==> config.mk <==
export PLATFORM = sky130hd
export DESIGN_NAME = i2c_bus_arbiter
export DESIGN_NICKNAME = d
export VERILOG_FILES = /design/src/rtl/i2c_bus_arbiter.sv
export SDC_FILE = /design/constraint.sdc
export NUM_CORES = 1
export LEC_CHECK = 0
export ABC_AREA = 1
export CAP_MARGIN = 20
export CORE_UTILIZATION = 45
export CTS_CLUSTER_SIZE = 24
export DETAILED_ROUTE_END_ITERATION = 16
export PLACE_DENSITY = 0.86
export SYNTH_ARGS = -nofsm -noshare
export SYNTH_HDL_FRONTEND = slang
export SYNTH_SLANG_ARGS = --single-unit
export TNS_END_PERCENT = 50
==> constraint.sdc <==
create_clock -name clk -period 4.3 [get_ports clk]
set_clock_uncertainty 0.15 [all_clocks]
set_input_delay 0.645 -clock clk [delete_from_list [all_inputs] [get_ports clk]]
set_output_delay 0.645 -clock clk [all_outputs]
set_load 0.02 [all_outputs]
==> src/rtl/i2c_bus_arbiter.sv <==
// Round-robin arbiter and single-byte transaction sequencer sharing one I2C master.
// Optional watchdog abort compiled in with `define I2C_ARB_TIMEOUT_EN.
module i2c_bus_arbiter #(
   parameter int unsigned NREQ      = 4,
   parameter int unsigned ADDRWIDTH = 7,
   parameter int unsigned DATAWIDTH = 8,
   parameter int unsigned TIMEOUT   = 1024
) (
   input  logic                      clk,
   input  logic                      rst,
   input  logic [NREQ-1:0]           req,
   input  logic [NREQ-1:0]           req_rw,
   input  logic [NREQ*ADDRWIDTH-1:0] req_addr,
   input  logic [NREQ*DATAWIDTH-1:0] req_wdata,
   output logic [NREQ-1:0]           gnt,
   output logic [NREQ-1:0]           done,
   output logic [DATAWIDTH-1:0]      rdata,
   output logic                      nack,
   output logic                      tmo,
   output logic                      m_enable,
   output logic [ADDRWIDTH-1:0]      m_addr,
   output logic                      m_rw,
   output logic [DATAWIDTH-1:0]      m_wdata,
   input  logic                      m_busy,
   input  logic                      m_done,
   input  logic [DATAWIDTH-1:0]      m_rdata,
   input  logic                      m_nack
);

   localparam int unsigned PW = (NREQ > 1) ? $clog2(NREQ) : 1;

   typedef enum logic [1:0] {StIdle, StIssue, StWait, StResp} state_e;

   state_e              state_q;
   logic [PW-1:0]       ptr_q;
   logic [PW-1:0]       winner_q;
   logic [PW-1:0]       pick;
   logic [PW-1:0]       idx;
   logic                pick_vld;
   logic [ADDRWIDTH-1:0] sel_addr;
   logic                sel_rw;
   logic [DATAWIDTH-1:0] sel_wdata;

   // Walk the search order backwards so the first hit after ptr_q is the last one written.
   always_comb begin
      pick     = '0;
      pick_vld = 1'b0;
      idx      = '0;
      for (int i = NREQ; i >= 1; i--) begin
         idx = PW'((int'(ptr_q) + i) % int'(NREQ));
         if (req[idx]) begin
            pick     = idx;
            pick_vld = 1'b1;
         end
      end
   end

   always_comb begin
      sel_addr  = '0;
      sel_rw    = 1'b0;
      sel_wdata = '0;
      for (int k = 0; k < NREQ; k++) begin
         if (pick == PW'(k)) begin
            sel_addr  = req_addr[k*ADDRWIDTH +: ADDRWIDTH];
            sel_rw    = req_rw[k];
            sel_wdata = req_wdata[k*DATAWIDTH +: DATAWIDTH];
         end
      end
   end

`ifdef I2C_ARB_TIMEOUT_EN
   localparam int unsigned TW = (TIMEOUT > 2) ? $clog2(TIMEOUT) : 1;
   logic [TW-1:0] cnt_q;
`else
   logic unused_timeout;
   assign unused_timeout = ^TIMEOUT;
`endif

   always_ff @(posedge clk or negedge rst) begin
      if (!rst) begin
         state_q  <= StIdle;
         ptr_q    <= PW'(NREQ - 1);
         winner_q <= '0;
         gnt      <= '0;
         done     <= '0;
         rdata    <= '0;
         nack     <= 1'b0;
         tmo      <= 1'b0;
         m_enable <= 1'b0;
         m_addr   <= '0;
         m_rw     <= 1'b0;
         m_wdata  <= '0;
`ifdef I2C_ARB_TIMEOUT_EN
         cnt_q    <= '0;
`endif
      end else begin
         unique case (state_q)
            StIdle: begin
               if (pick_vld) begin
                  state_q     <= StIssue;
                  winner_q    <= pick;
                  gnt         <= '0;
                  gnt[pick]   <= 1'b1;
                  m_enable    <= 1'b1;
                  m_addr      <= sel_addr;
                  m_rw        <= sel_rw;
                  m_wdata     <= sel_wdata;
`ifdef I2C_ARB_TIMEOUT_EN
                  cnt_q       <= '0;
`endif
               end
            end
            StIssue, StWait: begin
`ifdef I2C_ARB_TIMEOUT_EN
               cnt_q <= cnt_q + 1'b1;
`endif
               // Completion outranks both busy and watchdog expiry.
               if (m_done) begin
                  state_q        <= StResp;
                  m_enable       <= 1'b0;
                  done[winner_q] <= 1'b1;
                  rdata          <= m_rw ? m_rdata : '0;
                  nack           <= m_nack;
                  tmo            <= 1'b0;
               end
`ifdef I2C_ARB_TIMEOUT_EN
               else if (cnt_q == TW'(TIMEOUT - 1)) begin
                  state_q        <= StResp;
                  m_enable       <= 1'b0;
                  done[winner_q] <= 1'b1;
                  rdata          <= '0;
                  nack           <= 1'b1;
                  tmo            <= 1'b1;
               end
`endif
               else if (state_q == StIssue && m_busy) begin
                  state_q  <= StWait;
                  m_enable <= 1'b0;
               end
            end
            StResp: begin
               state_q <= StIdle;
               ptr_q   <= winner_q;
               gnt     <= '0;
               done    <= '0;
               rdata   <= '0;
               nack    <= 1'b0;
               tmo     <= 1'b0;
            end
            default: state_q <= StIdle;
         endcase
      end
   end

endmodule

# After elaboration in Yosys (flattened, before gate mapping)
# Index checks and enable logic that the tools add are counted.
# totals
register_bits	41
input_bits	81
elab_cells	99
# op_classes
addsub	4
magnitude_cmp	8
n_eq_ne	9
muxes	51
bitwise_logic	1
reduce_logical	14
# ops
op	n
two-way mux 8 bit	6
two-way mux 7 bit	4
two-way mux 1 bit	19
less-than comparator 2 x 3 -> 1 bit (second input constant)	6
one-hot mux 4 bit (2 select lines)	2
one-hot mux 8 bit (2 select lines)	1
two-way mux 2 bit	7
binary-select mux 1 bit (select 2 bit)	4
equality test 2 bit (second input constant)	4
two-way mux 4 bit	2
AND reduction 2 bit	4
one-hot mux 1 bit (2 select lines)	3
one-hot mux 2 bit (3 select lines)	1
nonzero test 2 bit	3
adder 2 x 1 -> 2 bit (second input constant)	2
adder 2 bit (second input constant)	2
demux 1 bit (select 2 bit)	2
equality test 2 x 1 -> 1 bit (second input constant)	2
>= comparator 2 x 1 -> 1 bit (second input constant)	2
zero test 2 bit	2
!= test 2 bit (second input constant)	2
OR 4 bit	1
logical AND 1 bit	3
!= test 3 bit (second input constant)	1
2 further kinds	2

# Longest topological paths before layout
# depth
depth_word	13
mapped_depth	15
ltp_nobuf	14

# Worst setup path after synthesis
# No wires, ideal clock.
# synth_timing
kind	input to register
start	input req[1]
end	register m_addr[0]
setup_time_ps	116
arrival_time_ps	1707
required_time_ps	4034
setup_slack_ps	2327
path_stages	13
path_buffers	1
path_cell_list	nand2_1 nand2_2 nand2_2 nand2_1 nand2_2 nand2_2 nand2_4 nand2_8 nand2_4 buf_2 nand4_1 nand2_1 nand2_1
# synth_between
elab_chain_cells	11
# synth_rtl
element	line	text
start, declared	11	input logic [NREQ-1:0] req,
binary-select mux 1 bit (select 2 bit)	51	if (req[idx]) begin
two-way mux 1 bit (implied by the code)	51	
two-way mux 2 bit (4 in series)	51	
zero test 2 bit	63	if (pick == PW'(k)) begin
two-way mux 7 bit (4 in series)	63	
end signal, assigned	105	m_addr <= sel_addr;
end, declared	21	output logic [ADDRWIDTH-1:0] m_addr,
# Several ways; a longest one is shown, not always the timed one. The select of a mux whose other input is x is not followed.
# A chain may end at the register's enable or synchronous reset.

# Final worst setup path
# layout_timing
start	input req[0]
end	register m_addr[5]
# The elaborated chain is that of the path after synthesis.

==> flow_results.org <==
** Route
- Iteration count of the initial detailed-routing pass :: 4
- In the final routed layout, each cell accounts on average for roughly 14 microns.
- Number of vias in the routed layout :: roughly 2.7k
- Via-to-Cell Ratio :: 5.24
- Remaining routing DRC violations :: 0
- For this block, the routed nets add up to 7080 microns of wire.
- Detailed router's first-iteration violation count :: 182
- Once detail routing completed, the nets flagged for antenna violations numbered 0.

** Worst setup path
- R2r setup slk :: 1.66 ns
- At the worst endpoint, the required time is 4.33 ns.
- The worst register-to-register path has a depth of 13.
- For this design, the slowest cell found on the critical path is sky130_fd_sc_hd__clkdlybuf4s50_1.
- Traced cell by cell, the critical path runs through clkdlybuf4s50_1 > inv_1 > nand2_1 > nand3_1 > nand2_1 > inv_2 > nand2_2 > nand3_4 > nand2_8 > nand2_4 > o21ai_0 > inv_1 > nand2_1 > nand2_1.
- Startpoint of the most critical register-to-register path :: ptr_q[0]$_DFFE_PN1P_
- Endpoint arrival time on the critical path :: 2.74 ns
- The critical path starts at req[0].
- Critical path type :: in -> reg
- Of all nets on the critical path, the largest fanout is 32.
- Largest stage delay on the critical path :: 0.50 ns
- Capture instance of the worst register-to-register path :: m_addr[5]$_DFFE_PN0P_
- Startpoint type of the worst setup path :: input port
- Critical Path Most Common Cell :: sky130_fd_sc_hd__nand2_1
- Endpoint kind of the worst setup timing path :: register

** Global routing
- Vias in the first global route :: 2,588
- Antenna violations before repair :: 0
- Global routing finished with a remaining overflow of 0.
- Global Route Usage Sum :: 25.5%
- Largest net degree at the start of global routing :: 41
- Wire length of the first global-routing pass :: 11,900 microns

** CTS
- Maximum clock path buffer count :: 2
- # hold bufs at CTS :: 0
- Clock tree from TritonCTS :: done
- Skew-Pair Late Insertion Delay :: 0.29 ns
- Setup bufs post-CTS :: 0
- Total CTS buffers :: 5
- Post-cts sizing count :: 0
- The H-tree was split into 2 levels.
- The tree built by TritonCTS fans out to 40 sinks.
- After clock tree synthesis, the clock-pin slew on the worst setup and hold paths is 0.07 ns.
- In this run the clock root is driven by a sky130_fd_sc_hd__clkbuf_8.

** Power
- Leak :: between 1.5 and 2 nW
- VDD sags by at most approximately 0.46 mV.
- Power density relative to cell area :: between 700 and 800 nW/um^2

** Timing
- Setup repair after global routing left no endpoint under its margin.
- Maximum clock frequency :: 369 MHz
- Summed over all failing endpoints, the final setup total negative slack is 0 ns.
- At the pin with the least slew margin, the transition time is 0.865 ns.
- Setup violations remaining at the end of the flow were counted as 0.
- Final critical-path required period :: 2.71 ns
- Slew headroom :: 42.4%
- The final max-slew violation count came to 0.
- The worst path uses between 60% and 70% of the clock period.
- Total count of hold-check failures in the final report :: 0

** Layout
- Area of combinational cells with multiple inputs :: 1210 sq um
- Final layout net count :: between 500 and 600
- Excluding fillers, the count of instances in the completed layout stands at 517.
- The area growth from synthesis to layout is 47.4%.
- Sequential cell area in the final layout :: 1000 sq um
- Filler instances :: 420
- The repair_antennas step left the layout with diodes totalling 0.
- For this run, the share of the core covered by cells in the final layout is 70.9%.
- The post-route netlist has 7.83% of its cells at a drive strength greater than 1.

** Die
- The initial utilization of the core area, before any placement, comes to 48.1%.
- After floorplanning, the core was divided into 26 placement rows.
- In this run the vertical extent of the chip is between 70 and 80 microns.
- The die covers between 5000 and 6000 sq um.
- I/O pins :: about 120
- Core Box Area :: 5240 sq um
- X dimension of the die :: 76.8 microns

** Synthesis
- For this run, the number of Yosys warnings is 0.
- Sequential cell area fraction in the yosys report :: about 40%
- Number of flops mapped to enable cells by yosys :: 0
- Post-Synthesis Cells :: 343
- The mapped netlist covers 2520 sq um.
- In this run, distinct cell masters in the synthesized netlist total 29.
- By instance count, the leading cell after synthesis is sky130_fd_sc_hd__nand2_1.
- The biggest area contributor in the post-synthesis netlist is sky130_fd_sc_hd__dfrtp_1.
- Post-Syn Area per Cell :: 7.35 sq um
- Sorting the synthesized cells by how often they occur yields sky130_fd_sc_hd__nand2_1, sky130_fd_sc_hd__inv_1, sky130_fd_sc_hd__dfrtp_1, sky130_fd_sc_hd__nand4_1, sky130_fd_sc_hd__nand3_1.
- Of all flip-flops after synthesis, the portion carrying an async set or reset was 100%.
- Synthesis inferred 40 register bits.
- By area the synthesized netlist is led by sky130_fd_sc_hd__dfrtp_1, sky130_fd_sc_hd__nand2_1, sky130_fd_sc_hd__nand4_1.
- Post-Syn Nets :: 427
- Among all flip-flop cells after synthesis, the most frequent one is sky130_fd_sc_hd__dfrtp_1.
- Share of the synthesized area in the top cell type :: a little under two fifths

** Place
- Including well taps, the total number of placed cells is 510.
- Detailed placement ended at an HPWL of 5330 microns.
- I/O Buffers :: 114
- Global placer's final weighted congestion :: 0.839

** Min path
- The tightest min-delay check is of the in -> async type.

** Job
- Across the run, the number of max-cap violations was 0.

** Outcome
- The flow ran to the end, and the final reports show no timing, DRC or antenna violations.
-- stage by stage --
stage | instance area (sq um) | hold slack [ns] | power, mW | setup slack [ns]
6_report | 3710 | 0.320 | 2.84 | 1.59
2_1_floorplan | 2520 | 0.199 | 2.11 | 2.33
4_1_cts | 3710 | 0.340 | 2.85 | 1.61
3_5_place_dp | 3640 | 0.315 | 2.61 | 1.29
3_3_place_gp | 3640 | 0.318 | 2.54 | 1.41
5_1_grt | 3710 | 0.367 | 3.10 | 1.35
-- cell type report --
type,count,area share [%]
multi-input combinational,235,32.6
timing repair buffer,116,31.0
sequential,40,27.0
inverter,49,4.95
tap,70,2.36
clock buffer,6,1.95
clock inverter,1,0.135
-- logic make-up after synthesis --
| group | count (synthesis) | share of synthesized area [%] |
|---|---|---|
| and+or+nand+nor | 184 | 36.0 |
| buffers and inverters | 68 | 12.2 |
| AOI/OAI and AO/OA | 47 | 10.4 |
| DFF | 40 | 39.8 |
| adders and majority gates | 3 | 1.49 |
| other | 1 | 0.149 |
-- layer usage --
metal  global-route usage, %  routed length (microns)  share of wire [%]  up-vias
met4                    8.85                       74                1.0        0
met3                    7.02                      643                9.1        8
met5                       0                        0                  0        -
met2                    41.8                     3450                 49      123
met1                    32.1                     2900                 41     1247
li1                        -                        -                  -     1329
-- critical path, delay by kind of cell --
| kind | cells | cell delay (ns) |
|---|---|---|
| AO/OA/AOI/OAI | 1 | 0.23 |
| AND/OR/NAND/NOR | 9 | 1.18 |
| buffers and inverters | 4 | 0.67 |
-- power by group --
| part | internal (mW) | switching, mW |
|---|---|---|
| clock network | 0.110 | 0.120 |
| registers | 0.535 | 0.112 |
| logic | 0.706 | 1.26 |
-- sequential cells by signal, indices dropped and copies added (netlist names), 2 cells and up --
name and count:
ptr_q 2, state_q 2, rdata 8, winner_q 2, m_addr 7, gnt 4, done 4, m_wdata 8
-- placed cells by master, fill, tap and decap left out, types with 2 or more instances in the layout --
cell type	instances
sky130_fd_sc_hd__a21oi_1	3
sky130_fd_sc_hd__a31oi_1	4
sky130_fd_sc_hd__buf_4	2
sky130_fd_sc_hd__clkbuf_8	5
sky130_fd_sc_hd__clkdlybuf4s50_1	113
sky130_fd_sc_hd__dfrtp_1	38
sky130_fd_sc_hd__dfstp_2	2
sky130_fd_sc_hd__ha_1	3
sky130_fd_sc_hd__inv_1	43
sky130_fd_sc_hd__inv_2	6
sky130_fd_sc_hd__nand2_1	98
sky130_fd_sc_hd__nand2_2	7
sky130_fd_sc_hd__nand2_4	4
sky130_fd_sc_hd__nand3_1	29
sky130_fd_sc_hd__nand4_1	30
sky130_fd_sc_hd__nor2_1	10
sky130_fd_sc_hd__nor2_2	2
sky130_fd_sc_hd__o21ai_0	18
sky130_fd_sc_hd__o21ai_1	16
sky130_fd_sc_hd__o32ai_1	3
-- how the worst max path moves through the flow --
stage	to	slack, ns
floorplan	m_addr[0]$_DFFE_PN0P_	2.33
detailed placement	m_addr[5]$_DFFE_PN0P_	1.29
finish	m_addr[5]$_DFFE_PN0P_	1.59
global route	gnt[2]$_DFFE_PN0P_	1.35
CTS	m_addr[5]$_DFFE_PN0P_	1.61
global placement	m_wdata[7]$_DFFE_PN0P_	1.41
(Power assumes the default switching activity.)
